===== src/rtl/lzma2_pkg.sv =====
// Shared types for the LZMA2 controller slice: job FSM states, job error codes
// and a width helper used for channel-index ports.
package lzma2_pkg;

  typedef enum logic [2:0] {
    S_IDLE   = 3'd0,
    S_GRANT  = 3'd1,
    S_RUN    = 3'd2,
    S_VERIFY = 3'd3,
    S_REPORT = 3'd4
  } ctrl_state_t;

  typedef enum logic [3:0] {
    ERR_NONE    = 4'd0,
    ERR_TIMEOUT = 4'd1,
    ERR_STALL   = 4'd2,
    ERR_CRC     = 4'd3,
    ERR_ABORT   = 4'd4
  } ctrl_err_t;

  // Index width for n channels, never narrower than one bit.
  function automatic int clog2_min1(input int n);
    return (n <= 1) ? 1 : $clog2(n);
  endfunction

endpackage


===== src/rtl/lzma2_rr_arbiter.sv =====
// Combinational round-robin arbiter: scans requests starting at ptr and
// returns the first asserted index.
module lzma2_rr_arbiter
  import lzma2_pkg::*;
#(
  parameter int N  = 4,
  parameter int IW = clog2_min1(N)
) (
  input  logic [N-1:0]  req,
  input  logic [IW-1:0] ptr,
  output logic [IW-1:0] gnt_idx,
  output logic          gnt_valid
);

  // NOTE: every always_comb output gets a default before any branch, so no
  // path can leave it holding its old value and infer a latch.
  always_comb begin
    logic [IW-1:0] idx;
    gnt_idx   = '0;
    gnt_valid = 1'b0;
    idx       = '0;
    for (int i = 0; i < N; i++) begin
      idx = IW'((int'(ptr) + i) % N);
      if (!gnt_valid && req[idx]) begin
        gnt_valid = 1'b1;
        gnt_idx   = idx;
      end
    end
  end

endmodule


===== src/rtl/lzma2_job_controller.sv =====
// Arbitrates NUM_CH job requesters onto the shared compression engine and
// sequences each job through grant/run/verify/report with timeout and stall guards.
module lzma2_job_controller
  import lzma2_pkg::*;
#(
  parameter  int NUM_CH  = 4,
  parameter  int TMO_W   = 32,
  parameter  int STALL_W = 16,
  parameter  int STAT_W  = 16,
  localparam int SEL_W   = clog2_min1(NUM_CH)
) (
  input  logic               clk,
  input  logic               rst,
  input  logic [NUM_CH-1:0]  req,
  output logic [NUM_CH-1:0]  ack,
  output logic [NUM_CH-1:0]  done,
  output logic [3:0]         err_code,
  input  logic               abort,
  input  logic [TMO_W-1:0]   timeout_limit,
  input  logic [STALL_W-1:0] stall_limit,
  output logic [SEL_W-1:0]   eng_sel,
  output logic               eng_start,
  input  logic               in_valid,
  input  logic               in_ready,
  input  logic               out_valid,
  input  logic               out_ready,
  input  logic               out_last,
  input  logic               crc_valid,
  input  logic               crc_match,
  output logic               busy,
  output logic [2:0]         state,
  output logic [STAT_W-1:0]  jobs_ok,
  output logic [STAT_W-1:0]  jobs_err
);

  ctrl_state_t        state_q, state_d;
  ctrl_err_t          err_q, err_d;
  logic [SEL_W-1:0]   sel_q;
  logic [SEL_W-1:0]   rr_ptr;
  logic [TMO_W-1:0]   tmo_cnt, tmo_inc;
  logic [STALL_W-1:0] stall_cnt, stall_inc;
  logic [SEL_W-1:0]   gnt_idx;
  logic               gnt_valid;
  logic               beat, last_beat, tmo_hit, stall_hit;

  lzma2_rr_arbiter #(.N(NUM_CH), .IW(SEL_W)) u_arb (
    .req       (req),
    .ptr       (rr_ptr),
    .gnt_idx   (gnt_idx),
    .gnt_valid (gnt_valid)
  );

  assign beat      = (in_valid & in_ready) | (out_valid & out_ready);
  assign last_beat = out_valid & out_ready & out_last;
  assign tmo_inc   = (&tmo_cnt) ? tmo_cnt : tmo_cnt + TMO_W'(1);
  assign stall_inc = (&stall_cnt) ? stall_cnt : stall_cnt + STALL_W'(1);

  // Compare against the unsaturated increment so an all-ones limit still hits.
  assign tmo_hit   = (timeout_limit != '0) && (tmo_cnt + TMO_W'(1) == timeout_limit);
  assign stall_hit = (stall_limit != '0) && !beat && (stall_cnt + STALL_W'(1) == stall_limit);

  always_comb begin
    state_d = state_q;
    err_d   = err_q;
    case (state_q)
      S_IDLE:   if (gnt_valid) state_d = S_GRANT;
      S_GRANT: begin
        if (abort) begin
          state_d = S_REPORT;
          err_d   = ERR_ABORT;
        end else begin
          state_d = S_RUN;
          err_d   = ERR_NONE;
        end
      end
      S_RUN: begin
        if (abort) begin
          state_d = S_REPORT;
          err_d   = ERR_ABORT;
        end else if (last_beat) begin
          state_d = S_VERIFY;
        end else if (tmo_hit) begin
          state_d = S_REPORT;
          err_d   = ERR_TIMEOUT;
        end else if (stall_hit) begin
          state_d = S_REPORT;
          err_d   = ERR_STALL;
        end
      end
      S_VERIFY: begin
        if (abort) begin
          state_d = S_REPORT;
          err_d   = ERR_ABORT;
        end else if (crc_valid) begin
          state_d = S_REPORT;
          err_d   = crc_match ? ERR_NONE : ERR_CRC;
        end else if (tmo_hit) begin
          state_d = S_REPORT;
          err_d   = ERR_TIMEOUT;
        end
      end
      S_REPORT: state_d = S_IDLE;
      default:  state_d = S_IDLE;
    endcase
  end

  assign ack       = (state_q == S_GRANT)  ? (NUM_CH'(1) << sel_q) : '0;
  assign done      = (state_q == S_REPORT) ? (NUM_CH'(1) << sel_q) : '0;
  assign eng_start = (state_q == S_GRANT);
  assign err_code  = (state_q == S_REPORT) ? err_q : ERR_NONE;
  assign eng_sel   = sel_q;
  assign state     = state_q;

  // NOTE: sequential state uses non-blocking assignments so every register
  // samples pre-edge values regardless of statement order.
  always_ff @(posedge clk) begin
    if (rst) begin
      state_q   <= S_IDLE;
      err_q     <= ERR_NONE;
      sel_q     <= '0;
      rr_ptr    <= '0;
      tmo_cnt   <= '0;
      stall_cnt <= '0;
      busy      <= 1'b0;
      jobs_ok   <= '0;
      jobs_err  <= '0;
    end else begin
      state_q <= state_d;
      err_q   <= err_d;
      busy    <= (state_d != S_IDLE);
      case (state_q)
        S_IDLE: begin
          if (gnt_valid) sel_q <= gnt_idx;
          tmo_cnt   <= '0;
          stall_cnt <= '0;
        end
        // The GRANT cycle already counts toward the total timeout, so a job
        // with limit L reaches REPORT exactly L cycles after GRANT.
        S_GRANT: begin
          tmo_cnt   <= tmo_inc;
          stall_cnt <= '0;
        end
        S_RUN: begin
          tmo_cnt   <= tmo_inc;
          stall_cnt <= beat ? '0 : stall_inc;
        end
        S_VERIFY: tmo_cnt <= tmo_inc;
        S_REPORT: begin
          if (err_q == ERR_NONE) begin
            if (!(&jobs_ok)) jobs_ok <= jobs_ok + STAT_W'(1);
          end else begin
            if (!(&jobs_err)) jobs_err <= jobs_err + STAT_W'(1);
          end
          rr_ptr <= (sel_q == SEL_W'(NUM_CH - 1)) ? '0 : sel_q + SEL_W'(1);
        end
        default: ;
      endcase
    end
  end

endmodule


===== config.mk =====
export PLATFORM = sky130hd
export DESIGN_NAME = lzma2_job_controller
export DESIGN_NICKNAME = d
export VERILOG_FILES = /design/src/rtl/lzma2_pkg.sv /design/src/rtl/lzma2_rr_arbiter.sv /design/src/rtl/lzma2_job_controller.sv
export SDC_FILE = /design/constraint.sdc
export NUM_CORES = 1
export LEC_CHECK = 0
export ABC_AREA = 1
export BUFFER_PORTS_ARGS = -buffer_cell sky130_fd_sc_hd__buf_2
export CORE_AREA = 2 2 122 124
export DETAILED_ROUTE_END_ITERATION = 16
export DIE_AREA = 0 0 124 126
export PLACE_DENSITY = 0.68
export SETUP_SLACK_MARGIN = 0.2
export SYNTH_ARGS = -nofsm -noshare
export SYNTH_HDL_FRONTEND = slang
export SYNTH_HIERARCHICAL = 1
export SYNTH_SLANG_ARGS = --single-unit

===== constraint.sdc =====
create_clock -name clk -period 4.9 [get_ports clk]
set_clock_uncertainty 0.1 [all_clocks]
set_input_delay 0.245 -clock clk [delete_from_list [all_inputs] [get_ports clk]]
set_output_delay 0.245 -clock clk [all_outputs]
set_load 0.05 [all_outputs]

==> run summary <==
Clock transition at path regs: 70 ps
Ranking of synthesized cells by area: dfxtp_1 (26%), nand2_1 (19%), nand3_1 (9.1%), nor2_1 (8.5%), inv_1 (8.1%)
Hold_buf cts: 0
Synth Warn #: 6
DRT Pass-1 Iters: 5
IO Port Bufs: 111
N_diodes: 0
Vias per cell: 5.19
Cell taking the most area after synthesis: dfxtp_1
All-Layer GR Usage: 0.253
Main combinational cell family by area after synthesis: simple AND/OR/NAND/NOR gates
Startpoint Class: flip-flop
CP cell instances: ha_1 > nand2_2 > nor2_4 > nand2_4 > nor2_8 > nand2_1 > o21ai_0 > nand2_1 > inv_2 > a31oi_1 > a211oi_1
Relative slew slack: 0.271
Num CTS Buffers: 9
Peak Freq: 315 MHz
Count leader, synth: nand2_1
Total routed wirelength: 19100 um
Routed WL per cell: 13.0 um
Top post-synthesis cells by count: nand2_1 (346), nor2_1 (158), inv_1 (150), nand3_1 (127), dfxtp_1 (91)
Syn Std Cell Area: 6970 um2
Die height: 126 um
# IOs: 113
Mux cell area share after synthesis: 0
Pwr dens: 262 nW/um2
DIE AREA: 15600 um2
Final Hold Slack: 178 ps
Layout Nets: 1352
Worst-Skew Late Latency: 350 ps
Core area: 14300 um2
DR DRC count: 0
Sequential cell area fraction in the yosys report: 0.261
Slowest-stage cell, CP: inv_2
Die Wd: 124 um
First-pass GRT wire length: 31900 um
Flop and latch count out of synthesis: 91
Critical Path RT: 5070 ps
Initial antenna violation count: 0
Unique masters post-synth: 43
Status: finished, final reports clean
Final Setup Violations: 0
Ratio of cells with drive above 1 in the final layout: 0.148
CTS tree: yes
Tmin final: 3170 ps
Pin count of the biggest net entering global routing: 50
CP Data Arrival Time: 3340 ps
Simple-Gate Fraction of Synth Area: 0.492
Cell mode on critical path: nand2_1
Via count: 7635
Post-Synth XOR/XNOR Area: 0.0339
Hold WC Path Type: in2reg
CTS sink count: 91
Post-CTS setup repair buffer count: 0
Post-DP HPWL: 14700 um
Initial Utilization: 0.487
Max Cap Viol: 0
Util after Layout: 0.557
Async SR Flop Fraction: 0
Post-Synth Adder-Cell Area: 0.0144
Root Driver: clkbuf_16
Ys flop type: dfxtp_1
Worst Tran Pin Value: 1090 ps
GR Overflow Total: 0
H-tree depth: 3
Cts repair resizes: 0
EDFF count, synth: 0
VDD IR max: 0.000193 V
Crit Path Category: reg2reg
Slew Viols, Final: 0
Worst path max stage delay: 570 ps
Final worst path period share: 0.648
Post-synth top area share: 0.261
Cell count after synthesis: 1179
Syn nets: 1249
RD Place Congestion: 0.906
Leak: 0.00364 uW
Critical Path End Type: flip-flop
DRT iter0 DRCs: 504
Synth-to-layout area growth: 14.3%
Final hold vios: 0
Setup_tns: 0 ps
Remaining antenna violation count: 0
Syn_area_per_cell: 5.91 um2
RSZ-0062 raised after global routing: false
Number of placement rows: 44
Max clock buf depth: 2
Vias in the first global route: 6889
Synth Area in Compound Gates: 0.101
CP Max Fanout: 28
through the flow:
| stage | area, um2 | std cells | total power, uW | setup slack (ps) |
|---|---|---|---|---|
| final | 7970 | 1471 | 2090 | 1730 |
| after global routing | 7970 | 1471 | 2210 | 1440 |
| after CTS | 7970 | 1471 | 2100 | 1710 |
| after detailed placement | 7680 | 1455 | 1400 | 1720 |
| after global placement | 7680 | 1455 | 1390 | 1850 |
| after floorplan | 6970 | 1179 | 1250 | 2090 |
metal layers:
metal,part of all wire,track usage
met1,0.47,0.343
met2,0.46,0.410
met3,0.053,0.0453
met4,0.020,0.0734
met5,0,0
cells in the final DEF (no fill, tap or decap), drive strengths merged, types with 6 or more instances in the layout:
cell type and count:
nand2 376, nor2 173, inv 159, nand3 135
buf 113, dfxtp 91, a21oi 64, o21ai 41
nor3 21, nand4 15, nand3b 15, xnor2 10
clkbuf 9, xor2 8, a211oi 8, ha 8
a31oi 7, nor4 6
final cells by class:
cell class | instances | area [um2]
multi-input cells | 911 | 4470
clock inverters | 7 | 65.1
flip-flops and latches | 91 | 1820
repair buffers | 113 | 571
inverters | 156 | 586
well taps | 184 | 230
fillers | 1562 | 6340
clock buffers | 9 | 225
sequential cells by signal (all words and copies together), names as in the netlist:
signal / flops
rr_ptr: 2
jobs_err: 16
eng_sel: 2
stall_cnt: 16
tmo_cnt: 32
state: 3
busy: 1
err_q: 3
jobs_ok: 16
critical path: cells and delay by family (launching register included):
family / cells / cell delay (ps)
AO/OA/AOI/OAI: 3 / 570
adder cells (fa/ha/maj): 1 / 230
flip-flops: 1 / 390
buffers and inverters: 1 / 570
AND/OR/NAND/NOR: 6 / 1210
path summary, 6_finish.rpt:
check	from	to	slack, ps	cells past startpoint
worst max-delay path	tmo_cnt[1]	tmo_cnt[3]	1730	11
worst min-delay path	abort	state[2]	180	5
worst max register to register	tmo_cnt[1]	tmo_cnt[3]	1730	11
worst min register to register	jobs_ok[14]	jobs_ok[14]	370	2
report_power, final:
group	switching (uW)	total (uW)	internal [uW]
logic	381	545	164
clock network	344	702	358
registers	54.0	839	785
cell families after synthesis:
logic type,after synthesis
AND/OR/NAND/NOR,752
buffers and inverters,177
AO/OA/AOI/OAI,129
flip-flops,91
XOR/XNOR,21
adder cells (fa/ha/maj),8
other,1
(Power assumes the default switching activity.)
